`src/rtl/leaf_pkg.sv`:
```
// Shared leaf-interface definitions: BFT packet geometry, field offsets and FSM encoding.
// Used by the egress packetizer, the ingress depacketizer and the leaf arbiter.
package leaf_pkg;

  localparam int PACKET_BITS           = 49;
  localparam int PAYLOAD_BITS          = 32;
  localparam int NUM_LEAF_BITS         = 5;
  localparam int NUM_PORT_BITS         = 4;
  localparam int NUM_ADDR_BITS         = 7;
  localparam int FREESPACE_UPDATE_SIZE = 64;
  localparam int BUF_DEPTH             = 1 << NUM_ADDR_BITS;

  // Packet layout, LSB upward: payload | addr | port | leaf | valid marker
  localparam int PAYLOAD_LSB = 0;
  localparam int ADDR_LSB    = PAYLOAD_LSB + PAYLOAD_BITS;
  localparam int PORT_LSB    = ADDR_LSB + NUM_ADDR_BITS;
  localparam int LEAF_LSB    = PORT_LSB + NUM_PORT_BITS;
  localparam int VLD_BIT     = LEAF_LSB + NUM_LEAF_BITS;

  typedef logic [PACKET_BITS-1:0]   packet_t;
  typedef logic [NUM_LEAF_BITS-1:0] leaf_t;
  typedef logic [NUM_PORT_BITS-1:0] port_t;
  typedef logic [NUM_ADDR_BITS-1:0] addr_t;
  typedef logic [PAYLOAD_BITS-1:0]  payload_t;

  localparam logic [0:0] ST_UNCFG = 1'b0;
  localparam logic [0:0] ST_RUN   = 1'b1;

  function automatic packet_t make_packet(input leaf_t leaf, input port_t port,
                                          input addr_t addr, input payload_t payload);
    return {1'b1, leaf, port, addr, payload};
  endfunction

endpackage

```
`src/rtl/leaf_out_packetizer_if.sv`:
```
// Bundle of user stream, configuration, credit return and arbiter handshake
// signals for one egress port; slave is the packetizer, master is everything around it.
interface leaf_out_packetizer_if;
  import leaf_pkg::*;

  payload_t din_leaf_user2interface;
  logic     vld_user2interface;
  logic     ack_interface2user;
  leaf_t    cfg_dest_leaf;
  port_t    cfg_dest_port;
  logic     cfg_vld;
  logic     freespace_upd;
  logic     resend;
  packet_t  pkt_out;
  logic     pkt_vld;
  logic     pkt_ack;
  logic     credit_err;

  modport master (
    output din_leaf_user2interface, vld_user2interface, cfg_dest_leaf, cfg_dest_port,
           cfg_vld, freespace_upd, resend, pkt_ack,
    input  ack_interface2user, pkt_out, pkt_vld, credit_err
  );

  modport slave (
    input  din_leaf_user2interface, vld_user2interface, cfg_dest_leaf, cfg_dest_port,
           cfg_vld, freespace_upd, resend, pkt_ack,
    output ack_interface2user, pkt_out, pkt_vld, credit_err
  );

endinterface

```
`src/rtl/leaf_credit_counter.sv`:
```
// Saturating credit counter: -1 per consumed entry, +STEP per freespace return.
// Any result above MAX clamps to MAX and sets a sticky error flag.
module leaf_credit_counter #(
  parameter int WIDTH = 8,
  parameter int MAX   = 128,
  parameter int STEP  = 64
) (
  input  logic             clk,
  input  logic             reset,
  input  logic             i_dec,
  input  logic             i_inc,
  output logic [WIDTH-1:0] o_count,
  output logic             o_err
);

  localparam logic [WIDTH:0] L_MAX  = (WIDTH+1)'(MAX);
  localparam logic [WIDTH:0] L_STEP = (WIDTH+1)'(STEP);
  localparam logic [WIDTH:0] L_ONE  = (WIDTH+1)'(1);

  logic [WIDTH-1:0] r_count;
  logic             r_err;
  logic [WIDTH:0]   w_sum;

  // One extra bit so count + STEP never wraps before the saturation compare
  always_comb begin
    w_sum = {1'b0, r_count};
    if (i_inc) w_sum = w_sum + L_STEP;
    if (i_dec) w_sum = w_sum - L_ONE;
  end

  always_ff @(posedge clk or posedge reset) begin
    if (reset) begin
      r_count <= L_MAX[WIDTH-1:0];
      r_err   <= 1'b0;
    end else if (w_sum > L_MAX) begin
      r_count <= L_MAX[WIDTH-1:0];
      r_err   <= 1'b1;
    end else begin
      r_count <= w_sum[WIDTH-1:0];
    end
  end

  assign o_count = r_count;
  assign o_err   = r_err;

endmodule

```
`src/rtl/leaf_out_packetizer.sv`:
```
// Egress packetizer: wraps each accepted user word into a BFT packet for the arbiter,
// gated by destination credits and frozen while the arbiter requests a resend.
//
// state    | meaning
// ---------+------------------------------------------------------------
// ST_UNCFG | no destination latched; user stream and packet output idle
// ST_RUN   | destination latched; words accepted while credits remain
module leaf_out_packetizer
  import leaf_pkg::*;
(
  input  logic                  clk,
  input  logic                  reset,
  leaf_out_packetizer_if.slave  bus
);

  logic [0:0]         r_state;
  leaf_t              r_dest_leaf;
  port_t              r_dest_port;
  addr_t              r_addr;
  packet_t            r_pkt;
  logic               r_pkt_vld;
  logic [NUM_ADDR_BITS:0] w_credit;
  logic               w_ack;
  logic               w_accept;
  logic               w_cfg_take;

  assign w_ack = (r_state == ST_RUN) && !bus.resend && (w_credit != '0) &&
                 (!r_pkt_vld || bus.pkt_ack);
  assign w_accept = w_ack && bus.vld_user2interface;
  // Retargeting is refused while a packet is outstanding so it keeps its original header
  assign w_cfg_take = bus.cfg_vld && !bus.resend && ((r_state == ST_UNCFG) || !r_pkt_vld);

  always_ff @(posedge clk or posedge reset) begin
    if (reset) begin
      r_state     <= ST_UNCFG;
      r_dest_leaf <= '0;
      r_dest_port <= '0;
    end else if (w_cfg_take) begin
      r_state     <= ST_RUN;
      r_dest_leaf <= bus.cfg_dest_leaf;
      r_dest_port <= bus.cfg_dest_port;
    end
  end

  always_ff @(posedge clk or posedge reset) begin
    if (reset) begin
      r_addr <= '0;
    end else if (w_accept) begin
      r_addr <= r_addr + addr_t'(1);
    end
  end

  always_ff @(posedge clk or posedge reset) begin
    if (reset) begin
      r_pkt     <= '0;
      r_pkt_vld <= 1'b0;
    end else if (w_accept) begin
      r_pkt     <= make_packet(r_dest_leaf, r_dest_port, r_addr, bus.din_leaf_user2interface);
      r_pkt_vld <= 1'b1;
    end else if (bus.pkt_ack && !bus.resend) begin
      r_pkt_vld <= 1'b0;
    end
  end

  leaf_credit_counter #(
    .WIDTH (NUM_ADDR_BITS + 1),
    .MAX   (BUF_DEPTH),
    .STEP  (FREESPACE_UPDATE_SIZE)
  ) u_credit (
    .clk     (clk),
    .reset   (reset),
    .i_dec   (w_accept),
    .i_inc   (bus.freespace_upd),
    .o_count (w_credit),
    .o_err   (bus.credit_err)
  );

  assign bus.ack_interface2user = w_ack;
  assign bus.pkt_out            = r_pkt;
  assign bus.pkt_vld            = r_pkt_vld && !bus.resend;

endmodule

```
`src/flat_wrapper.sv`:
```
// flat-port wrapper written by rule: the top's interface ports become plain ports
module leaf_out_packetizer_flat import leaf_pkg::*;
  (clk, reset, bus_din_leaf_user2interface, bus_vld_user2interface, bus_cfg_dest_leaf, bus_cfg_dest_port, bus_cfg_vld, bus_freespace_upd, bus_resend, bus_pkt_ack, bus_ack_interface2user, bus_pkt_out, bus_pkt_vld, bus_credit_err);
  leaf_out_packetizer_if bus_i ();
  input  logic clk;
  input  logic reset;
  input wire logic [$bits(bus_i.din_leaf_user2interface)-1:0] bus_din_leaf_user2interface;
  input wire logic [$bits(bus_i.vld_user2interface)-1:0] bus_vld_user2interface;
  input wire logic [$bits(bus_i.cfg_dest_leaf)-1:0] bus_cfg_dest_leaf;
  input wire logic [$bits(bus_i.cfg_dest_port)-1:0] bus_cfg_dest_port;
  input wire logic [$bits(bus_i.cfg_vld)-1:0] bus_cfg_vld;
  input wire logic [$bits(bus_i.freespace_upd)-1:0] bus_freespace_upd;
  input wire logic [$bits(bus_i.resend)-1:0] bus_resend;
  input wire logic [$bits(bus_i.pkt_ack)-1:0] bus_pkt_ack;
  output wire logic [$bits(bus_i.ack_interface2user)-1:0] bus_ack_interface2user;
  output wire logic [$bits(bus_i.pkt_out)-1:0] bus_pkt_out;
  output wire logic [$bits(bus_i.pkt_vld)-1:0] bus_pkt_vld;
  output wire logic [$bits(bus_i.credit_err)-1:0] bus_credit_err;
  assign bus_i.din_leaf_user2interface = bus_din_leaf_user2interface;
  assign bus_i.vld_user2interface = bus_vld_user2interface;
  assign bus_i.cfg_dest_leaf = bus_cfg_dest_leaf;
  assign bus_i.cfg_dest_port = bus_cfg_dest_port;
  assign bus_i.cfg_vld = bus_cfg_vld;
  assign bus_i.freespace_upd = bus_freespace_upd;
  assign bus_i.resend = bus_resend;
  assign bus_i.pkt_ack = bus_pkt_ack;
  assign bus_ack_interface2user = bus_i.ack_interface2user;
  assign bus_pkt_out = bus_i.pkt_out;
  assign bus_pkt_vld = bus_i.pkt_vld;
  assign bus_credit_err = bus_i.credit_err;
  leaf_out_packetizer u_core (.clk(clk), .reset(reset), .bus(bus_i));
endmodule
```
`config.mk`:
```
export PLATFORM = sky130hd
export DESIGN_NAME = leaf_out_packetizer_flat
export DESIGN_NICKNAME = d
export VERILOG_FILES = /design/src/rtl/leaf_pkg.sv /design/src/rtl/leaf_out_packetizer_if.sv /design/src/rtl/leaf_credit_counter.sv /design/src/rtl/leaf_out_packetizer.sv /design/src/flat_wrapper.sv
export SDC_FILE = /design/constraint.sdc
export NUM_CORES = 1
export LEC_CHECK = 0
export ABC_AREA = 1
export BUFFER_PORTS_ARGS = -buffer_cell sky130_fd_sc_hd__buf_4
export CAP_MARGIN = 30
export CORE_MARGIN = 1.5
export CORE_UTILIZATION = 45
export CTS_BUF_LIST = sky130_fd_sc_hd__clkbuf_4 sky130_fd_sc_hd__clkbuf_8
export DETAILED_ROUTE_END_ITERATION = 16
export PLACE_DENSITY = 0.69
export SKIP_LAST_GASP = 1
export SYNTH_ARGS = -nofsm -noshare
export SYNTH_HDL_FRONTEND = slang
export SYNTH_SLANG_ARGS = --single-unit
```
`constraint.sdc`:
```
create_clock -name clk -period 2.9 [get_ports clk]
set_clock_uncertainty 0.2 [all_clocks]
set_input_delay 0.435 -clock clk [delete_from_list [all_inputs] [get_ports clk]]
set_output_delay 0.435 -clock clk [all_outputs]
set_load 0.03 [all_outputs]
```
# Word level (Yosys, flattened, before mapping)
# Cells that the tools add are included.
# totals
reg_bits,76
inputBits,48
out_inout_bits,52
word_cells,32
# classes
addsub,3
magnitude_cmp,1
muxes,5
bitwise_logic,1
n_reduce_logical,14
# ops
op,count
$mux W9,2
$add A8 B7 Y9 const B,1
$gt A9 B8 Y1 const B,1
$sub A9 B1 Y9 const B,1
$logic_and A1 B1 Y1,8
$mux W8,1
$reduce_bool A8 Y1,1
$add A7 B1 Y7 const B,1
$logic_not A1 Y1,2
$logic_or A1 B1 Y1,2
$mux W1,2
$reduce_bool A2 Y1,1
$not A1 Y1,1

# Logic depth before layout (Yosys ltp)
# Gate-level depths: netlist of run 1.
# logic_depth
ltp_word,8
ltp_mapped,14
ltp_nobuf,14

# Hierarchy
# A second synthesis of run 1 with hierarchy kept.
# hier_totals
cells_unflattened,426
hier_area_um2,3484.6
# modules_own_cells
module,instances,cells_per_inst,area_each_um2,seq_area_each_um2
leaf_out_packetizer,1,329,2854.0,1676.6
leaf_credit_counter,1,97,630.6,226.5

# Least setup slack after synthesis of run 1
# Ideal clock, no wire load.
# synth_timing
kind,reg-to-reg
startpoint,reg u_core.u_credit.r_count[7] (netlist: u_core.u_credit.o_count[7])
endpoint,reg u_core.u_credit.r_count[0] (netlist: u_core.u_credit.o_count[0])
arrival_ns,1.847
required_ns,2.628
setup_slack_ns,0.781
stages_incl_launch_ff,11
period_less_slack_ns,2.119
cell_sequence,dfstp_2 inv_1 ha_1 inv_1 nand2_1 o21ai_0 nand3_1 nor3_4 xor2_1 nand2_2 nor2_1
# synth_between
elab_chain_cells,7
elab_cells_between_ends,10
cone_classes,add/sub (2); order compare (1); mux (3); reduce/logical (4)
# synth_rtl
item,line_no,text
start: declaration,leaf_credit_counter.sv:20,logic [WIDTH-1:0] r_count;
start signal: assignment,leaf_credit_counter.sv:33,r_count <= L_MAX[WIDTH-1:0];
start signal: assignment,leaf_credit_counter.sv:36,r_count <= L_MAX[WIDTH-1:0];
start signal: assignment,leaf_credit_counter.sv:39,r_count <= w_sum[WIDTH-1:0];
"parallel branches: the longest is 4 deep, another holds $add A8 B7 Y9",-,
$mux W9 (*),leaf_credit_counter.sv:28,if (i_dec) w_sum = w_sum - L_ONE;
$gt A9 B8 Y1,leaf_credit_counter.sv:35,end else if (w_sum > L_MAX) begin
$mux W8 (*),leaf_credit_counter.sv:35,
# Every way passes the cells marked *.
# A chain may end at the register's enable or synchronous reset.

# Final worst setup path of run 1
# layout_timing
startpoint,reg u_core.u_credit.r_count[7] (netlist: u_core.u_credit.o_count[7])
endpoint,reg u_core.u_credit.r_count[2] (netlist: u_core.u_credit.o_count[2])
# Same word-level chain as after synthesis.

==> impl_metrics.tcl, run 1 <==
set metrics [dict create \
    synth_top_area_share_pct 56.6 \
    slew_violations 0 \
    start_util_pct 46.2 \
    crit_arrival_ps 2520 \
    clk_latency_ps 340 \
    post_cts_resized 0 \
    power_mw 5.25 \
    synth_flop_cell "dfrtp_1" \
    reg2reg_slack_ps 450 \
    switching_share_pct 44.9 \
    tritoncts "built" \
    rsz0062_at_grt "false" \
    cp_max_fo 19 \
    synth_nets 429 \
    met3_usage_pct 4.94 \
    synth-seq-cells 76 \
    n_fill_cell 646 \
    yosys_warnings 0 \
    rr_worst_depth 13 \
    min_period_ps 2450 \
    drt-initial-drc-count 131 \
    p_switching_mw 2.36 \
    worstMarginPinSlew_ps 650 \
    synthTopCellsByCount "176 x nand2_1, 75 x dfrtp_1, 35 x inv_1" \
    worstPathRequired_ps 2970 \
    crit_path_end_kind "flip-flop" \
    synth_edf_count 0 \
    cts.clk_slew.worst_paths_ps 80 \
    synth-seq-area-share_pct 57.4 \
    vias 2671 \
    met1_usage_pct 24.7 \
    syn-mean-instance-area_um2 8.81 \
    power.share.combinational_pct 50.5 \
    max_freq_ghz 0.408 \
    antenna_found_initial 0 \
    synth_cell_types 27 \
    antenna_cells 0 \
    dpl.hpwl_um 5170 \
    holdPathStages 3 \
    grt_pass1_wl_um 11500 \
    nets 533 \
    grt-ovfl-total 0 \
    setup_viol 0 \
    seqPwrFrac_pct 35.1 \
    drc_errors 0 \
    yosysMostFrequentCell "nand2_1" \
    grt_pass1_vias 2614 \
    path_class "reg -> reg" \
    cts_hold_buf 1 \
    drive_gt1_share_pct 29.0 \
    dr.pass1.iters 4 \
    yosysTopAreaCell "dfrtp_1" \
    rr_endpoint "u_core.u_credit.o_count[2]" \
    holdCritStartpoint "bus_din_leaf_user2interface[20]" \
    cts.htree.levels 3 \
    pin_count 100 \
    grt-busiest-layer "met2" \
    finalSetupTns_ps 0 \
    rr_startpoint "u_core.u_credit.o_count[7]" \
    finalCritPeriodShare_pct 84.4 \
    fp.dieW_um 88.8 \
    pwr-share-clk_pct 14.4 \
    wl_per_cell_um 12.5 \
    areaGrowthSynthToFinish_pct 31.6 \
    numPortBuffers 99 \
    hold_path.class "in -> reg" \
    relSlewSlack_pct 56.6 \
    core_region_area_mm2 0.00718 \
    gp_congestion 0.801 \
    syn_area_mm2 0.00331 \
    power.density_mw_per_mm2 1200 \
    antenna_left 0 \
    grt_usage_pct 19.1 \
    cts_buffers 9 \
    cts_sinks 76 \
    cp-start-kind "flip-flop" \
    root_buffer "clkbuf_8" \
    routed_wl_um 7260 \
    final_hold_viol_count 0 \
    outcome "finished clean" \
    die_y_um 88.8 \
    post-cts-setup-buffer-count 0 \
    grt_max_degree 40 \
    p_int_mw 2.89 \
    synthTopCellsByArea "dfrtp_1 57%, nand2_1 20%, inv_1 4.0%" \
    synth-async-reset-ratio_pct 100 \
    synthCells 376 \
    drv_cap 0 \
    use_met2_pct 30.7 \
    row_count 31 \
    cts_max_path_buffers 2 \
    holdPathEnd "u_core.bus.pkt_out[20]" \
    worst_slack_ps 452 \
    place_ws_ps 459 \
    avgViaCountPerCell 4.59 \
    max-vdd-ir-drop_v 0.000583 \
    p_leak_nw 2.41 \
    die-area_mm2 0.00789 \
]
how the worst max path moves through the flow:
| stage | startpoint | end | slack [ps] |
|---|---|---|---|
| 4_1_cts | u_core.u_credit.o_count[7] | u_core.u_credit.o_count[2] | 430 |
| 3_5_place_dp | u_core.u_credit.o_count[7] | u_core.u_credit.o_count[2] | 460 |
| 3_3_place_gp | u_core.u_credit.o_count[7] | u_core.u_credit.o_count[4] | 520 |
| 2_1_floorplan | reset | u_core.bus.pkt_out[0] | 330 |
| 6_report | u_core.u_credit.o_count[7] | u_core.u_credit.o_count[2] | 450 |
| 5_1_grt | u_core.u_credit.o_count[7] | u_core.u_credit.o_count[5] | 210 |
worst max-delay path, cell delays in order, from the launching register on:
cell	delay [ps]
dfstp_2	540
inv_1	40
ha_1	170
nand2_1	50
inv_1	40
nand3_2	110
nand3_2	330
nand2_1	170
nand2_1	90
nor2_1	100
nand3_1	90
o21bai_1	210
nand2_2	120
nor2_1	110
kinds of logic after synthesis:
family,synth area share [%]
xor gates and xnor gates,2.11
buffers and inverters,5.89
and+or+nand+nor,27.7
adders and majority gates,1.89
AOI/OAI and AO/OA,1.89
muxes,3.06
DFF,57.4
power groups by stage:
stage                     clock network [mW]  logic [mW]  registers, mW
after floorplan                            0        1.19           2.44
after global placement                     0        2.62           1.85
after detailed placement                   0        2.67           1.85
after CTS                              0.778        2.68           1.84
after global routing                   0.811        2.92           1.90
final                                  0.758        2.65           1.84
sequential cells by signal, summed over array words and instances, names as in the netlist:
register                 count
u_core.bus.pkt_out          49
u_core.r_addr                7
u_core.r_dest_leaf           5
u_core.r_dest_port           4
u_core.r_pkt_vld             1
u_core.r_state               1
u_core.u_credit.o_count      8
u_core.u_credit.o_err        1
per-layer routing:
layer  wire length [um]  share of wire, %
met1               3290                45
met3                289               4.0
met2               3560                49
met5                  0                 0
met4                112               1.5
placed cells by master (no fill, tap or decap), drive strengths merged, types with 6 or more instances in the layout:
cell type  netlist  routed
xor2             8       8
clkbuf           4       9
buf              8     104
nor2            20      20
inv             35      34
mux2             9       9
nand2          177     177
o21ai            7       7
nand3           10      10
dfrtp           75      75
nand4            6       6
per-stage QoR:
stage / utilization, % / area (um^2) / hold slack [ps] / instances
final: 60.8 / 4360 / 77.3 / 582
after global routing: 60.8 / 4360 / 74.2 / 582
after CTS: 60.8 / 4360 / 67.0 / 582
after detailed placement: 58.2 / 4170 / 257 / 567
after global placement: 58.2 / 4170 / 246 / 567
after floorplan: - / 3310 / 236 / 376
final cells by class:
| class | instances | area [um^2] | share of cell area [%] |
|---|---|---|---|
| sequential | 76 | 1900 | 43.6 |
| timing repair buffer | 105 | 803 | 18.4 |
| inverter | 35 | 133 | 3.04 |
| clock inverter | 5 | 55.1 | 1.26 |
| multi-input combinational | 253 | 1220 | 28.0 |
| tap | 99 | 124 | 2.84 |
| clock buffer | 9 | 124 | 2.84 |
(Power assumes the default switching activity.)
==> run 2, diff against run 1 <==
--- a/config.mk
+++ b/config.mk
@@ -12,7 +12,7 @@
 export CORE_UTILIZATION = 45
 export CTS_BUF_LIST = sky130_fd_sc_hd__clkbuf_4 sky130_fd_sc_hd__clkbuf_8
 export DETAILED_ROUTE_END_ITERATION = 16
-export PLACE_DENSITY = 0.69
+export PLACE_DENSITY = 0.72
 export SKIP_LAST_GASP = 1
 export SYNTH_ARGS = -nofsm -noshare
 export SYNTH_HDL_FRONTEND = slang
==> constraint.sdc (replaced) <==
create_clock -name clk -period 2.2 [get_ports clk]
set_clock_uncertainty 0.2 [all_clocks]
set_input_delay 0.33 -clock clk [delete_from_list [all_inputs] [get_ports clk]]
set_output_delay 0.33 -clock clk [all_outputs]
set_load 0.03 [all_outputs]
==> run 2 against run 1 <==
Net effect: worst hold slack worse by 67 ps; cell count grew 8.9%; core utilization rose by 8.9 points; sequential cell count unchanged; die area unchanged; combinational power is 60% higher; non-clock buffer count up 49; clock-buffer cell count did not move.
==> impl_metrics.tcl, run 2 (same netlist as run 1, synthesis figures left out) <==
set metrics [dict create \
    p_switching_mw 3.59 \
    clk_latency_ps 340 \
    pwr-share-clk_pct 14.2 \
    tritoncts "built" \
    max_freq_ghz 0.461 \
    rsz0062_at_grt "true" \
    largest_register_ff_count 49 \
    dr.pass1.iters 5 \
    pin_count 100 \
    cts_sinks 76 \
    worstMarginPinSlew_ps 549 \
    finalCritPeriodShare_pct 98.6 \
    fp.dieW_um 88.8 \
    avgViaCountPerCell 4.76 \
    n_fill_cell 551 \
    antenna_cells 0 \
    min_period_ps 2170 \
    cp-start-kind "flip-flop" \
    rr_worst_depth 12 \
    row_count 31 \
    grt_pass1_wl_um 13100 \
    cts_max_path_buffers 2 \
    root_buffer "clkbuf_8" \
    drv_cap 0 \
    final_common_cell "nand2_1" \
    holdPathStages 3 \
    gp_congestion 0.837 \
    grt_pass1_vias 2859 \
    die-area_mm2 0.00789 \
    cp_max_fo 6 \
    holdWs_ps 10.1 \
    antenna_found_initial 0 \
    areaGrowthSynthToFinish_pct 50.8 \
    max-vdd-ir-drop_v 0.000733 \
    p_leak_nw 2.66 \
    setup_viol 0 \
    seqPwrFrac_pct 31.5 \
    hold_path.class "in -> reg" \
    relSlewSlack_pct 63.4 \
    core_region_area_mm2 0.00718 \
    power.density_mw_per_mm2 1560 \
    layout_common_cells "164 x nand2_1, 119 x buf_4, 75 x dfrtp_1" \
    die_y_um 88.8 \
    grt-ovfl-total 0 \
    p_int_mw 4.23 \
    numPortBuffers 99 \
    cts_buffers 9 \
    vias 3018 \
    routed_wl_um 8720 \
    path_class "reg -> reg" \
    finalSetupTns_ps 0 \
    start_util_pct 46.2 \
    slew_violations 0 \
    cts.clk_slew.worst_paths_ps 80 \
    outcome "finished clean" \
    nets 583 \
    drc_errors 0 \
    dpl.hpwl_um 5220 \
    drive_gt1_share_pct 36.1 \
    grt_usage_pct 21.5 \
    final_hold_viol_count 0 \
    wl_per_cell_um 13.8 \
    antenna_left 0 \
    cts.htree.levels 3 \
    switching_share_pct 45.9 \
    crit_arrival_ps 2240 \
    grt_max_degree 46 \
    worstPathRequired_ps 2270 \
    power.share.combinational_pct 54.3 \
    crit_path_end_kind "flip-flop" \
    drt-initial-drc-count 203 \
]
## run 2: routing by layer
metal  track usage (%)  routed length, um  up-vias
li1                  -                  -     1469
met1              28.1               3580     1422
met2              35.8               4530       99
met3              3.64                379       28
met4              8.81                233        0
met5                 0                  0        -
## run 2: worst max-delay path: stages, from the launching register on
cell     delay (ps)
dfstp_2         560
inv_2            50
ha_4            150
nand2_2          60
inv_2            40
nand3_4          90
nand3_4         160
buf_6           170
nor3_4          110
xor2_1          160
buf_4           170
nand2_4          70
nor2_2          100
## run 2: cell type report
class	instances	area (um^2)	share of cell area, %
multi-input combinational	254	1380	27.5
sequential	76	1900	38.1
tap	99	124	2.48
inverter	35	135	2.70
clock buffer	9	124	2.48
timing repair buffer	154	1260	25.1
clock inverter	7	82.6	1.65
## run 2: stage by stage
step | area, um^2 | std cells | setup WS [ps] | util (%) | total power [mW]
after global placement | 4220 | 573 | 18.2 | 58.8 | 5.95
after detailed placement | 4220 | 573 | -62.9 | 58.8 | 6.04
final | 5000 | 634 | 30.9 | 69.7 | 7.82
after global routing | 5000 | 634 | -66.2 | 69.7 | 8.34
after CTS | 4780 | 624 | 3.22 | 66.6 | 7.26
after floorplan | 3320 | 376 | 81.2 | - | 4.77
## run 2: worst paths after layout
path / from / to / slack (ps)
max in group asynchronous: reset / u_core.u_credit.o_count[7] / 890
hold reg to reg: u_core.bus.pkt_out[48] / u_core.bus.pkt_out[48] / 270
min in group asynchronous: reset / u_core.r_dest_leaf[2] / 460
setup / recovery: u_core.u_credit.o_count[7] / u_core.u_credit.o_count[0] / 30
hold / removal: bus_din_leaf_user2interface[19] / u_core.bus.pkt_out[19] / 10
setup reg to reg: u_core.u_credit.o_count[7] / u_core.u_credit.o_count[0] / 30
## run 2: power groups by stage
stage               Clock [mW]  Sequential (mW)  Combinational, mW
finish                    1.11             2.46               4.25
global route              1.19             2.54               4.61
CTS                       1.13             2.43               3.69
detailed placement           0             2.44               3.60
global placement             0             2.43               3.52
floorplan                    0             3.21               1.56
## run 2: repair_timing
action | in CTS | in global routing
resized for setup | 3 | 42
endpoints found under the hold margin | 106 | 0
setup buffers | 3 | 9
setup endpoints to repair | 6 | 12
gates cloned | 0 | 1
pin swaps | 2 | 17
hold buffers | 32 | 0
==> run 3, diff against run 2 <==
--- a/config.mk
+++ b/config.mk
@@ -13,6 +13,7 @@
 export CTS_BUF_LIST = sky130_fd_sc_hd__clkbuf_4 sky130_fd_sc_hd__clkbuf_8
 export DETAILED_ROUTE_END_ITERATION = 16
 export PLACE_DENSITY = 0.72
+export RECOVER_POWER = 25
 export SKIP_LAST_GASP = 1
 export SYNTH_ARGS = -nofsm -noshare
 export SYNTH_HDL_FRONTEND = slang
==> run 3 against run 2 <==
Net effect: critical endpoint is now u_core.u_credit.o_err; sequential power about the same; clock power about the same; register-to-register slack about the same; worst hold slack improved by 4.6 ps.
==> impl_metrics.tcl, run 3 (same netlist as run 1, synthesis figures left out) <==
set metrics [dict create \
    outcome "finished clean" \
    grt-ovfl-total 0 \
    largest_register_ff_count 49 \
    vias 3058 \
    finalCritPeriodShare_pct 98.6 \
    worst_slack_ps 29.8 \
    place_ws_ps -62.9 \
    antenna_cells 0 \
    instances_no_fill 634 \
    layout_common_cells "164 x nand2_1, 116 x buf_4, 75 x dfrtp_1" \
    place_area_mm2 0.00422 \
    drv_cap 0 \
    tritoncts "built" \
    antenna_left 0 \
    antenna_found_initial 0 \
    power.density_mw_per_mm2 1570 \
    p_int_mw 4.23 \
    numPortBuffers 99 \
    final_area_mm2 0.00499 \
    pin_count 100 \
    n_fill_cell 552 \
    grt_usage_pct 21.5 \
    cp_max_fo 6 \
    gp_congestion 0.837 \
    cts_max_path_buffers 2 \
    routed_wl_um 8680 \
    cts_buffers 9 \
    fp.dieW_um 88.8 \
    utilization_pct 69.6 \
    drive_gt1_share_pct 35.9 \
    p_switching_mw 3.60 \
    max_freq_ghz 0.461 \
    crit_arrival_ps 2200 \
    drc_errors 0 \
    clk_latency_ps 340 \
    rsz0062_at_grt "true" \
    cts.htree.levels 3 \
    cts.clk_slew.worst_paths_ps 90 \
    cp-start-kind "flip-flop" \
    max-vdd-ir-drop_v 0.000732 \
    worstPathRequired_ps 2230 \
    worstMarginPinSlew_ps 1060 \
    wl_per_cell_um 13.7 \
    core_region_area_mm2 0.00718 \
    areaGrowthSynthToFinish_pct 50.6 \
    drt-initial-drc-count 230 \
    relSlewSlack_pct 29.6 \
    holdWs_ps 14.7 \
    die_y_um 88.8 \
    dp_cells 573 \
    hold_path.class "in -> reg" \
    grt_pass1_vias 2859 \
    final_common_cell "nand2_1" \
    grt_max_degree 46 \
    switching_share_pct 46.0 \
    setup_viol 0 \
    power_mw 7.82 \
    root_buffer "clkbuf_8" \
    finalSetupTns_ps 0 \
    path_class "reg -> reg" \
    crit_path_end_kind "flip-flop" \
    seqPwrFrac_pct 31.5 \
    final_hold_viol_count 0 \
    dpl.hpwl_um 5220 \
    dr.pass1.iters 5 \
    pwr-share-clk_pct 14.2 \
    nets 583 \
    die-area_mm2 0.00789 \
    avgViaCountPerCell 4.82 \
    power.share.combinational_pct 54.3 \
    min_period_ps 2170 \
    start_util_pct 46.2 \
    row_count 31 \
    slew_violations 0 \
    p_leak_nw 2.66 \
    cts_sinks 76 \
    grt_pass1_wl_um 13100 \
]
run 3: changes by cell type in the layout (fill, tap and decap cells not counted):
cell      before  now
clkbuf_2       0    2
clkbuf_1       0    1
buf_4        119  116
run 3: final timing paths:
check,depth (start not counted),from,to,slack (ps)
min reg2reg,1,u_core.bus.pkt_out[48],u_core.bus.pkt_out[48],270
min,3,bus_din_leaf_user2interface[19],u_core.bus.pkt_out[19],10
max reg2reg,13,u_core.u_credit.o_count[7],u_core.u_credit.o_err,30
max in group asynchronous,4,reset,u_core.r_state,430
max,13,u_core.u_credit.o_count[7],u_core.u_credit.o_err,30
min in group asynchronous,4,reset,u_core.bus.pkt_out[12],610
run 3: power groups by stage:
stage / combinational, mW / sequential, mW / clock [mW]
6_report: 4.25 / 2.46 / 1.11
5_1_grt: 4.61 / 2.54 / 1.19
4_1_cts: 3.69 / 2.43 / 1.13
3_5_place_dp: 3.60 / 2.44 / 0
3_3_place_gp: 3.52 / 2.43 / 0
2_1_floorplan: 1.56 / 3.21 / 0
run 3: final cells by class:
type	instances	area, um^2	area share [%]
inverters	35	135	2.71
flip-flops and latches	76	1900	38.1
clock buffers	9	124	2.48
multi-input cells	254	1380	27.6
well taps	99	124	2.48
repair buffers	154	1250	25.0
clock inverters	7	82.6	1.65
run 3: what timing repair did:
item | CTS | global route
hold buffers | 32 | 0
cloned | 0 | 1
resized for setup | 3 | 42
pin swaps | 2 | 17
endpoints found under the setup margin | 6 | 12
endpoints found under the hold margin | 106 | 0
setup buffers | 3 | 9
run 3: critical path: stages (launching register included):
cell and delay (ps):
dfstp_2 560, inv_2 50, ha_4 150, nand2_2 60, inv_2 40, nand3_4 90
nand3_4 160, nand2_2 120, nand2_2 70, nor2_4 90, nand3_2 100, o21bai_4 180
buf_4 130, nand3b_1 60
run 3: layer usage:
| metal | track usage [%] | part of all wire, % | up-vias |
|---|---|---|---|
| li1 | - | - | 1470 |
| met1 | 28.1 | 40 | 1435 |
| met2 | 35.8 | 53 | 122 |
| met3 | 3.64 | 4.5 | 31 |
| met4 | 8.81 | 2.4 | 0 |
| met5 | 0 | 0 | - |
